===== config.mk =====
export PLATFORM = sky130hd
export DESIGN_NAME = ps2_host_tx
export DESIGN_NICKNAME = d
export VERILOG_FILES = /design/src/rtl/ps2_pkg.sv /design/src/rtl/ps2_sync.sv /design/src/rtl/ps2_host_tx.sv
export SDC_FILE = /design/constraint.sdc
export NUM_CORES = 1
export LEC_CHECK = 0
export ABC_AREA = 1
export CAP_MARGIN = 5
export CELL_PAD_IN_SITES_DETAIL_PLACEMENT = 0
export CELL_PAD_IN_SITES_GLOBAL_PLACEMENT = 2
export CORE_MARGIN = 4
export CORE_UTILIZATION = 35
export CTS_CLUSTER_DIAMETER = 100
export DETAILED_ROUTE_END_ITERATION = 10
export PLACE_DENSITY = 0.85
export SLEW_MARGIN = 20
export SYNTH_ARGS = -nofsm -noshare
export SYNTH_HDL_FRONTEND = slang
export SYNTH_HIERARCHICAL = 1
export SYNTH_SLANG_ARGS = --single-unit

===== constraint.sdc =====
create_clock -name clk -period 1.9 [get_ports clk]
set_input_delay 0.19 -clock clk [delete_from_list [all_inputs] [get_ports clk]]
set_output_delay 0.19 -clock clk [all_outputs]
set_load 0.02 [all_outputs]

===== src/rtl/ps2_pkg.sv =====
// Shared definitions for the PS/2 host blocks: FSM encoding and timing derivations.
package ps2_pkg;

    typedef enum logic [2:0] {
        ST_IDLE,
        ST_INHIBIT,
        ST_REQ,
        ST_DATA,
        ST_PARITY,
        ST_STOP,
        ST_ACK,
        ST_RELEASE
    } ps2_state_e;

    // Products are formed in 64 bits so large clocks and long timeouts cannot overflow.
    function automatic int unsigned inhibit_cycles(input int unsigned clk_hz,
                                                   input int unsigned inhibit_us);
        longint unsigned prod;
        prod = 64'(clk_hz) * 64'(inhibit_us);
        return 32'(prod / 64'd1000000);
    endfunction

    function automatic int unsigned timeout_cycles(input int unsigned clk_hz,
                                                   input int unsigned timeout_ms);
        longint unsigned prod;
        prod = 64'(clk_hz) * 64'(timeout_ms);
        return 32'(prod / 64'd1000);
    endfunction

endpackage


===== src/rtl/ps2_sync.sv =====
// Two-flop synchroniser for one PS/2 pad plus a falling-edge detector on the synchronised level.
module ps2_sync (
    input  logic clk,
    input  logic rst,
    input  logic pad_i,
    output logic sync_o,
    output logic fall_o
);

    logic meta_q, meta_d;
    logic sync_q, sync_d;
    logic prev_q, prev_d;

    always_comb begin
        meta_d = pad_i;
        sync_d = meta_q;
        prev_d = sync_q;
    end

    // Idle PS/2 lines are high, so reset to 1 avoids a false edge after reset.
    always_ff @(posedge clk or posedge rst) begin
        if (rst) begin
            meta_q <= 1'b1;
            sync_q <= 1'b1;
            prev_q <= 1'b1;
        end else begin
            meta_q <= meta_d;
            sync_q <= sync_d;
            prev_q <= prev_d;
        end
    end

    assign sync_o = sync_q;
    assign fall_o = prev_q & ~sync_q;

endmodule


===== src/rtl/ps2_host_tx.sv =====
// PS/2 host-to-device command transmitter: inhibit, request-to-send, clocked-out frame, ACK check.
module ps2_host_tx #(
    parameter int unsigned CLK_HZ     = 14318000,
    parameter int unsigned INHIBIT_US = 100,
    parameter int unsigned TIMEOUT_MS = 15
) (
    input  logic       clk,
    input  logic       rst,
    input  logic [7:0] tx_data,
    input  logic       tx_valid,
    output logic       tx_ready,
    input  logic       ps2_clk_i,
    input  logic       ps2_dat_i,
    output logic       ps2_clk_oe,
    output logic       ps2_dat_oe,
    output logic       done,
    output logic       err,
    output logic       busy
);

    import ps2_pkg::*;

    localparam int unsigned INH_CYC = inhibit_cycles(CLK_HZ, INHIBIT_US);
    localparam int unsigned TMO_CYC = timeout_cycles(CLK_HZ, TIMEOUT_MS);
    localparam int          INH_W   = $clog2(INH_CYC + 1);
    localparam int          TMO_W   = $clog2(TMO_CYC + 1);
    localparam logic [INH_W-1:0] INH_LOAD = INH_W'(INH_CYC - 1);
    localparam logic [TMO_W-1:0] TMO_LOAD = TMO_W'(TMO_CYC - 1);

    ps2_state_e       state_q, state_d;
    logic [7:0]       shift_q, shift_d;
    logic             parity_q, parity_d;
    logic [3:0]       bit_cnt_q, bit_cnt_d;
    logic [INH_W-1:0] inh_cnt_q, inh_cnt_d;
    logic [TMO_W-1:0] tmo_cnt_q, tmo_cnt_d;

    logic clk_sync, clk_fall;
    logic dat_sync, dat_fall_unused;
    logic tmo_run, tmo_hit;

    ps2_sync u_clk_sync (
        .clk    (clk),
        .rst    (rst),
        .pad_i  (ps2_clk_i),
        .sync_o (clk_sync),
        .fall_o (clk_fall)
    );

    ps2_sync u_dat_sync (
        .clk    (clk),
        .rst    (rst),
        .pad_i  (ps2_dat_i),
        .sync_o (dat_sync),
        .fall_o (dat_fall_unused)
    );

    // Timeout window opens once the inhibit pulse is over and holds in IDLE.
    assign tmo_run = (state_q != ST_IDLE) && (state_q != ST_INHIBIT);
    assign tmo_hit = tmo_run && (tmo_cnt_q == '0);

    always_comb begin
        state_d    = state_q;
        shift_d    = shift_q;
        parity_d   = parity_q;
        bit_cnt_d  = bit_cnt_q;
        inh_cnt_d  = inh_cnt_q;
        tmo_cnt_d  = tmo_cnt_q;
        ps2_clk_oe = 1'b0;
        ps2_dat_oe = 1'b0;
        done       = 1'b0;
        err        = 1'b0;

        if (tmo_run && !tmo_hit) begin
            tmo_cnt_d = tmo_cnt_q - 1'b1;
        end

        case (state_q)
            ST_IDLE: begin
                if (tx_valid) begin
                    shift_d   = tx_data;
                    parity_d  = ~^tx_data;
                    bit_cnt_d = '0;
                    inh_cnt_d = INH_LOAD;
                    tmo_cnt_d = TMO_LOAD;
                    state_d   = ST_INHIBIT;
                end
            end
            ST_INHIBIT: begin
                ps2_clk_oe = 1'b1;
                ps2_dat_oe = (inh_cnt_q == '0);
                if (inh_cnt_q == '0) begin
                    state_d = ST_REQ;
                end else begin
                    inh_cnt_d = inh_cnt_q - 1'b1;
                end
            end
            ST_REQ: begin
                ps2_dat_oe = 1'b1;
                if (clk_fall) state_d = ST_DATA;
            end
            ST_DATA: begin
                ps2_dat_oe = ~shift_q[0];
                if (clk_fall) begin
                    shift_d   = {1'b0, shift_q[7:1]};
                    bit_cnt_d = bit_cnt_q + 4'd1;
                    if (bit_cnt_q == 4'd7) state_d = ST_PARITY;
                end
            end
            ST_PARITY: begin
                ps2_dat_oe = ~parity_q;
                if (clk_fall) state_d = ST_STOP;
            end
            ST_STOP: begin
                if (clk_fall) state_d = ST_ACK;
            end
            ST_ACK: begin
                if (clk_fall) begin
                    if (dat_sync) begin
                        err     = 1'b1;
                        state_d = ST_IDLE;
                    end else begin
                        state_d = ST_RELEASE;
                    end
                end
            end
            ST_RELEASE: begin
                if (clk_sync && dat_sync) begin
                    done    = 1'b1;
                    state_d = ST_IDLE;
                end
            end
            default: state_d = ST_IDLE;
        endcase

        // Timeout overrides whatever the current state decided this cycle.
        if (tmo_hit) begin
            ps2_clk_oe = 1'b0;
            ps2_dat_oe = 1'b0;
            done       = 1'b0;
            err        = 1'b1;
            state_d    = ST_IDLE;
        end
    end

    always_ff @(posedge clk or posedge rst) begin
        if (rst) begin
            state_q   <= ST_IDLE;
            shift_q   <= '0;
            parity_q  <= 1'b0;
            bit_cnt_q <= '0;
            inh_cnt_q <= '0;
            tmo_cnt_q <= '0;
        end else begin
            state_q   <= state_d;
            shift_q   <= shift_d;
            parity_q  <= parity_d;
            bit_cnt_q <= bit_cnt_d;
            inh_cnt_q <= inh_cnt_d;
            tmo_cnt_q <= tmo_cnt_d;
        end
    end

    assign tx_ready = (state_q == ST_IDLE);
    assign busy     = ~tx_ready;

endmodule


# Yosys cells after proc, flatten, opt, wreduce, memory -nomap -nowiden
# Index checks and enable logic that the tools add are counted.
dict set report totals {
  regBits 50
  in_bits 13
  out_inout_bits 6
  word_cells 91
}
dict set report op_classes {
  n_addsub 3
  n_eq_ne 21
  n_mux 35
  bitwise 5
  reduce_logical 16
}
# cell count
set ops {}
lappend ops {{$mux W18} 3}
lappend ops {{$mux W3} 11}
lappend ops {{$ne A3 B3 Y1 const B} 8}
lappend ops {{$pmux W3 S8} 1}
lappend ops {{$mux W11} 2}
lappend ops {{$pmux W11 S2} 1}
lappend ops {{$logic_not A18 Y1} 1}
lappend ops {{$sub A18 B1 Y18 const B} 1}
lappend ops {{$mux W8} 2}
lappend ops {{$pmux W8 S2} 1}
lappend ops {{$eq A3 B3 Y1 const B} 4}
lappend ops {{$logic_not A11 Y1} 1}
lappend ops {{$sub A11 B1 Y11 const B} 1}
lappend ops {{$mux W1} 10}
lappend ops {{$reduce_and A9 Y1} 1}
lappend ops {{$mux W4} 2}
lappend ops {{$pmux W4 S2} 1}
lappend ops {{$reduce_xnor A8 Y1} 1}
lappend ops {{$eq A3 B2 Y1 const B} 2}
lappend ops {{$ne A2 B2 Y1 const B} 3}
lappend ops {{$reduce_and A3 Y1} 2}
lappend ops {{$add A4 B1 Y4 const B} 1}
lappend ops {{$eq A4 B3 Y1 const B} 1}
lappend ops {{$logic_and A1 B1 Y1} 4}
lappend ops {{other kinds (11)} 15}

# Logic depth before layout (Yosys ltp)
dict set report depth {
  word_depth 8
  mapped_depth 10
  mapped_depth_nobuf 10
}

# Cells and area by module
# Netlist, hierarchy kept.
# module n_inst cells_per_inst area_each_um2 seq_area_each_um2
set modules_own_cells {}
lappend modules_own_cells {ps2_host_tx 1 399 2892.8 1126.1}
lappend modules_own_cells {ps2_sync 2 6 92.6 78.8}

# Worst setup path before layout
# OpenSTA, ideal clock, no wires.
dict set report synth_timing {
  path_type {reg-to-output}
  start {reg tmo_cnt_q[0]}
  end {out done}
  arrival_ns 1.626
  required_ns 1.710
  slack_ns 0.084
  stages_incl_launch_ff 8
  n_path_buf 0
  cell_sequence {dfrtp_1 > inv_1 > ha_1 > nand2_1 > nor2_4 > nand4_1 > inv_1 > nor4_1}
}
dict set report synth_between {
  elab_chain_cells 3
}
# element line
set synth_rtl {}
lappend synth_rtl {{start, declared} ps2_host_tx.sv:35} ;# logic [TMO_W-1:0] tmo_cnt_q, tmo_cnt_d;
lappend synth_rtl {{start signal, assigned} ps2_host_tx.sv:159} ;# tmo_cnt_q <= tmo_cnt_d;
lappend synth_rtl {{$logic_not A18 Y1} ps2_host_tx.sv:59} ;# assign tmo_hit = tmo_run && (tmo_cnt_q == '0);
lappend synth_rtl {{$logic_and A1 B1 Y1} ps2_host_tx.sv:59}
lappend synth_rtl {{$mux W1} ps2_host_tx.sv:136} ;# if (tmo_hit) begin
lappend synth_rtl {{end, declared} ps2_host_tx.sv:16} ;# output logic done,
# No other way between the ends.

# Final worst setup path
dict set report layout_timing {
  start {reg tmo_cnt_q[1]}
  end {out ps2_dat_oe}
}
dict set report layout_between {
  elab_chain_cells 3
}
# element line
set layout_rtl {}
lappend layout_rtl {{$logic_not A18 Y1} ps2_host_tx.sv:59}
lappend layout_rtl {{$logic_and A1 B1 Y1} ps2_host_tx.sv:59}
lappend layout_rtl {{$mux W1} ps2_host_tx.sv:136}
lappend layout_rtl {{end, declared} ps2_host_tx.sv:15} ;# output logic ps2_dat_oe,
# No other way between the ends.

==> impl_metrics.toml <==
[run_status]
status = "finished clean"

[die]
fp.dieW_um = 101
die-height_um = 101
dieArea_um2 = 10200
core-area_um2 = 8340
rows = 33
ios = 19
initial_core_util_pct = 36.5

[logic_synthesis]
synthCells = 408
syn_area_um2 = 3040
synthesis.nets = 425
yosysWarnings = 6
synth_area_per_cell_um2 = 7.46

[grt]
antenna_found_initial = 0
grt_pass1_vias = 2779
grt_pass1_wl_um = 12800
grt_max_degree = 32
gr-total-overflow = 0
track_usage_pct = 15.4

[timing]
fmax_mhz = 555
worst_slack_ns = 0.0968
maxSlewHeadroom_pct = 74.6
finClkSkew_ns = 0.00475
fin_crit_ns = 1.80
hold_ws_ns = 0.214
finalHoldViolations = 0
slew_viol_final = 0
setup_violations = 0
tightest_slew_ns = 0.381
rsz0062_at_grt = "true"
period_share_pct = 94.9

[cells_and_area]
diodes = 0
areaGrowthSynthToFinish_pct = 29.3
postLayoutCellArea_um2 = 3930
drive_gt1_share_pct = 24.9
nNetsFinal = 506

[critical_path]
cp.required_ns = 1.71
critPathArrivalTime_ns = 1.61
critPathKind = "flip-flop to output port"
worstSetupStartpointType = "flip-flop"
critPathCaptureType = "output port"
cp_max_fo = 3

[min_path]
hold_path.class = "input pin to async pin"

[flow_run]
maxCapViolCount = 0

[detailed_routing]
drt-initial-drc-count = 93
finalWirelength_um = 7320
first_pass_iters = 4
drc = 0
dr_total_vias = 2817
wire_per_inst_um = 12.3
drtAntennaViolNets = 0
vias_per_cell = 4.73

[placement]
place.gp.congestion = 0.812
io_buffer_count = 18
post-dp-hpwl_um = 5500
place_ws_ns = -0.137
placed_area_um2 = 3730

[clocking]
clockRootBuffer = "clkbuf_8"
cts_buffer_depth = 2
clkLatencyLatePin_ns = 0.31
cts_made_buffers = 5
htreeDepth = 2
cts.sinks = 50
path_clk_slew_ns = 0.09
cts_tree = "yes"

[pwr]
power_mw = 5.14
ir_worst_vdd_mv = 0.556
power_leakage_nw = 1.85
p_per_area_nw_per_um2 = 1310
==> cell type report <==
cell class                      count  area [um2]
Clock buffer                        7        96.3
Clock inverter                      1        8.76
Multi-Input combinational cell    297        1570
Fill cell                         848        4410
Inverter                           53         201
Sequential cell                    50        1260
Tap cell                          105         131
Timing Repair Buffer               82         659
==> per-layer routing <==
| metal | up-vias | part of all wire, % | GRT usage, % |
|---|---|---|---|
| met5 | - | 0 | 0 |
| li1 | 1473 | - | - |
| met4 | 0 | 1.2 | 4.81 |
| met1 | 1302 | 48 | 20.5 |
| met2 | 33 | 48 | 25.4 |
| met3 | 9 | 2.6 | 3.03 |
==> critical path, stage by stage (launching register included) <==
cell	delay, ns
dfrtp_1	0.40
inv_2	0.09
ha_4	0.14
nand2_2	0.07
nor2_4	0.09
nand4_1	0.20
inv_2	0.12
nor2_1	0.05
buf_4	0.15
==> per-stage QoR <==
step / TNS (ns) / util, % / instances
after global routing: -0.0965 / 47.1 / 595
after CTS: 0 / 46.0 / 589
after floorplan: 0 / - / 408
after global placement: -0.270 / 44.8 / 581
final: 0 / 47.1 / 595
after detailed placement: -0.386 / 44.8 / 581
==> power breakdown <==
group / internal (mW) / switching [mW] / leakage (nW)
Combinational: 1.20 / 1.65 / 1.21
Sequential: 1.39 / 0.202 / 0.585
Clock: 0.334 / 0.367 / 0.0544
==> sequential cells by signal, indices dropped and copies added (netlist names) <==
| register | count |
|---|---|
| u_clk_sync/sync_o | 1 |
| bit_cnt_q | 4 |
| state_q | 3 |
| u_dat_sync/meta_q | 1 |
| inh_cnt_q | 11 |
| u_clk_sync/meta_q | 1 |
| u_dat_sync/sync_o | 1 |
| u_clk_sync/prev_q | 1 |
| tmo_cnt_q | 18 |
| parity_q | 1 |
| shift_q | 8 |
==> worst paths after layout <==
check                                  start  cells past startpoint                 to  slack (ns)
setup / recovery                tmo_cnt_q[1]                      8         ps2_dat_oe         0.1
hold / removal                           rst                      2       inh_cnt_q[0]        0.21
setup reg to reg                  state_q[2]                      9         shift_q[4]        0.16
hold reg to reg            u_clk_sync/meta_q                      0  u_clk_sync/sync_o        0.36
max in group asynchronous                rst                      3      tmo_cnt_q[14]        1.18
min in group clk                   ps2_clk_i                      1  u_clk_sync/meta_q        0.28
==> what timing repair did <==
item | in CTS | in global routing
gates cloned | 0 | 0
pin swaps | 1 | 6
setup endpoints to repair | 16 | 11
buffers inserted | 0 | 6
resized for setup | 24 | 24
hold buffers | 0 | 0
==> cells in the final DEF, fill, tap and decap left out, types with 3 or more instances in the layout <==
| cell type | count |
|---|---|
| nor2_1 | 51 |
| ha_1 | 3 |
| nor2_4 | 6 |
| a31oi_1 | 3 |
| xnor2_1 | 5 |
| clkbuf_8 | 7 |
| dfrtp_1 | 42 |
| o21ai_1 | 12 |
| nand3b_1 | 3 |
| nand3_1 | 27 |
| o21ai_0 | 16 |
| nor3_1 | 3 |
| buf_4 | 66 |
| o211ai_1 | 8 |
| xor2_1 | 9 |
| a21oi_1 | 9 |
| nand4_1 | 12 |
| nand2_2 | 5 |
| clkdlybuf4s50_1 | 12 |
| inv_2 | 6 |
| nand2_1 | 100 |
| dfstp_2 | 5 |
| nor2_2 | 9 |
| dfrtp_2 | 3 |
| nand2_4 | 4 |
| inv_1 | 46 |
Note: power is estimated with default switching activity, not from simulation.
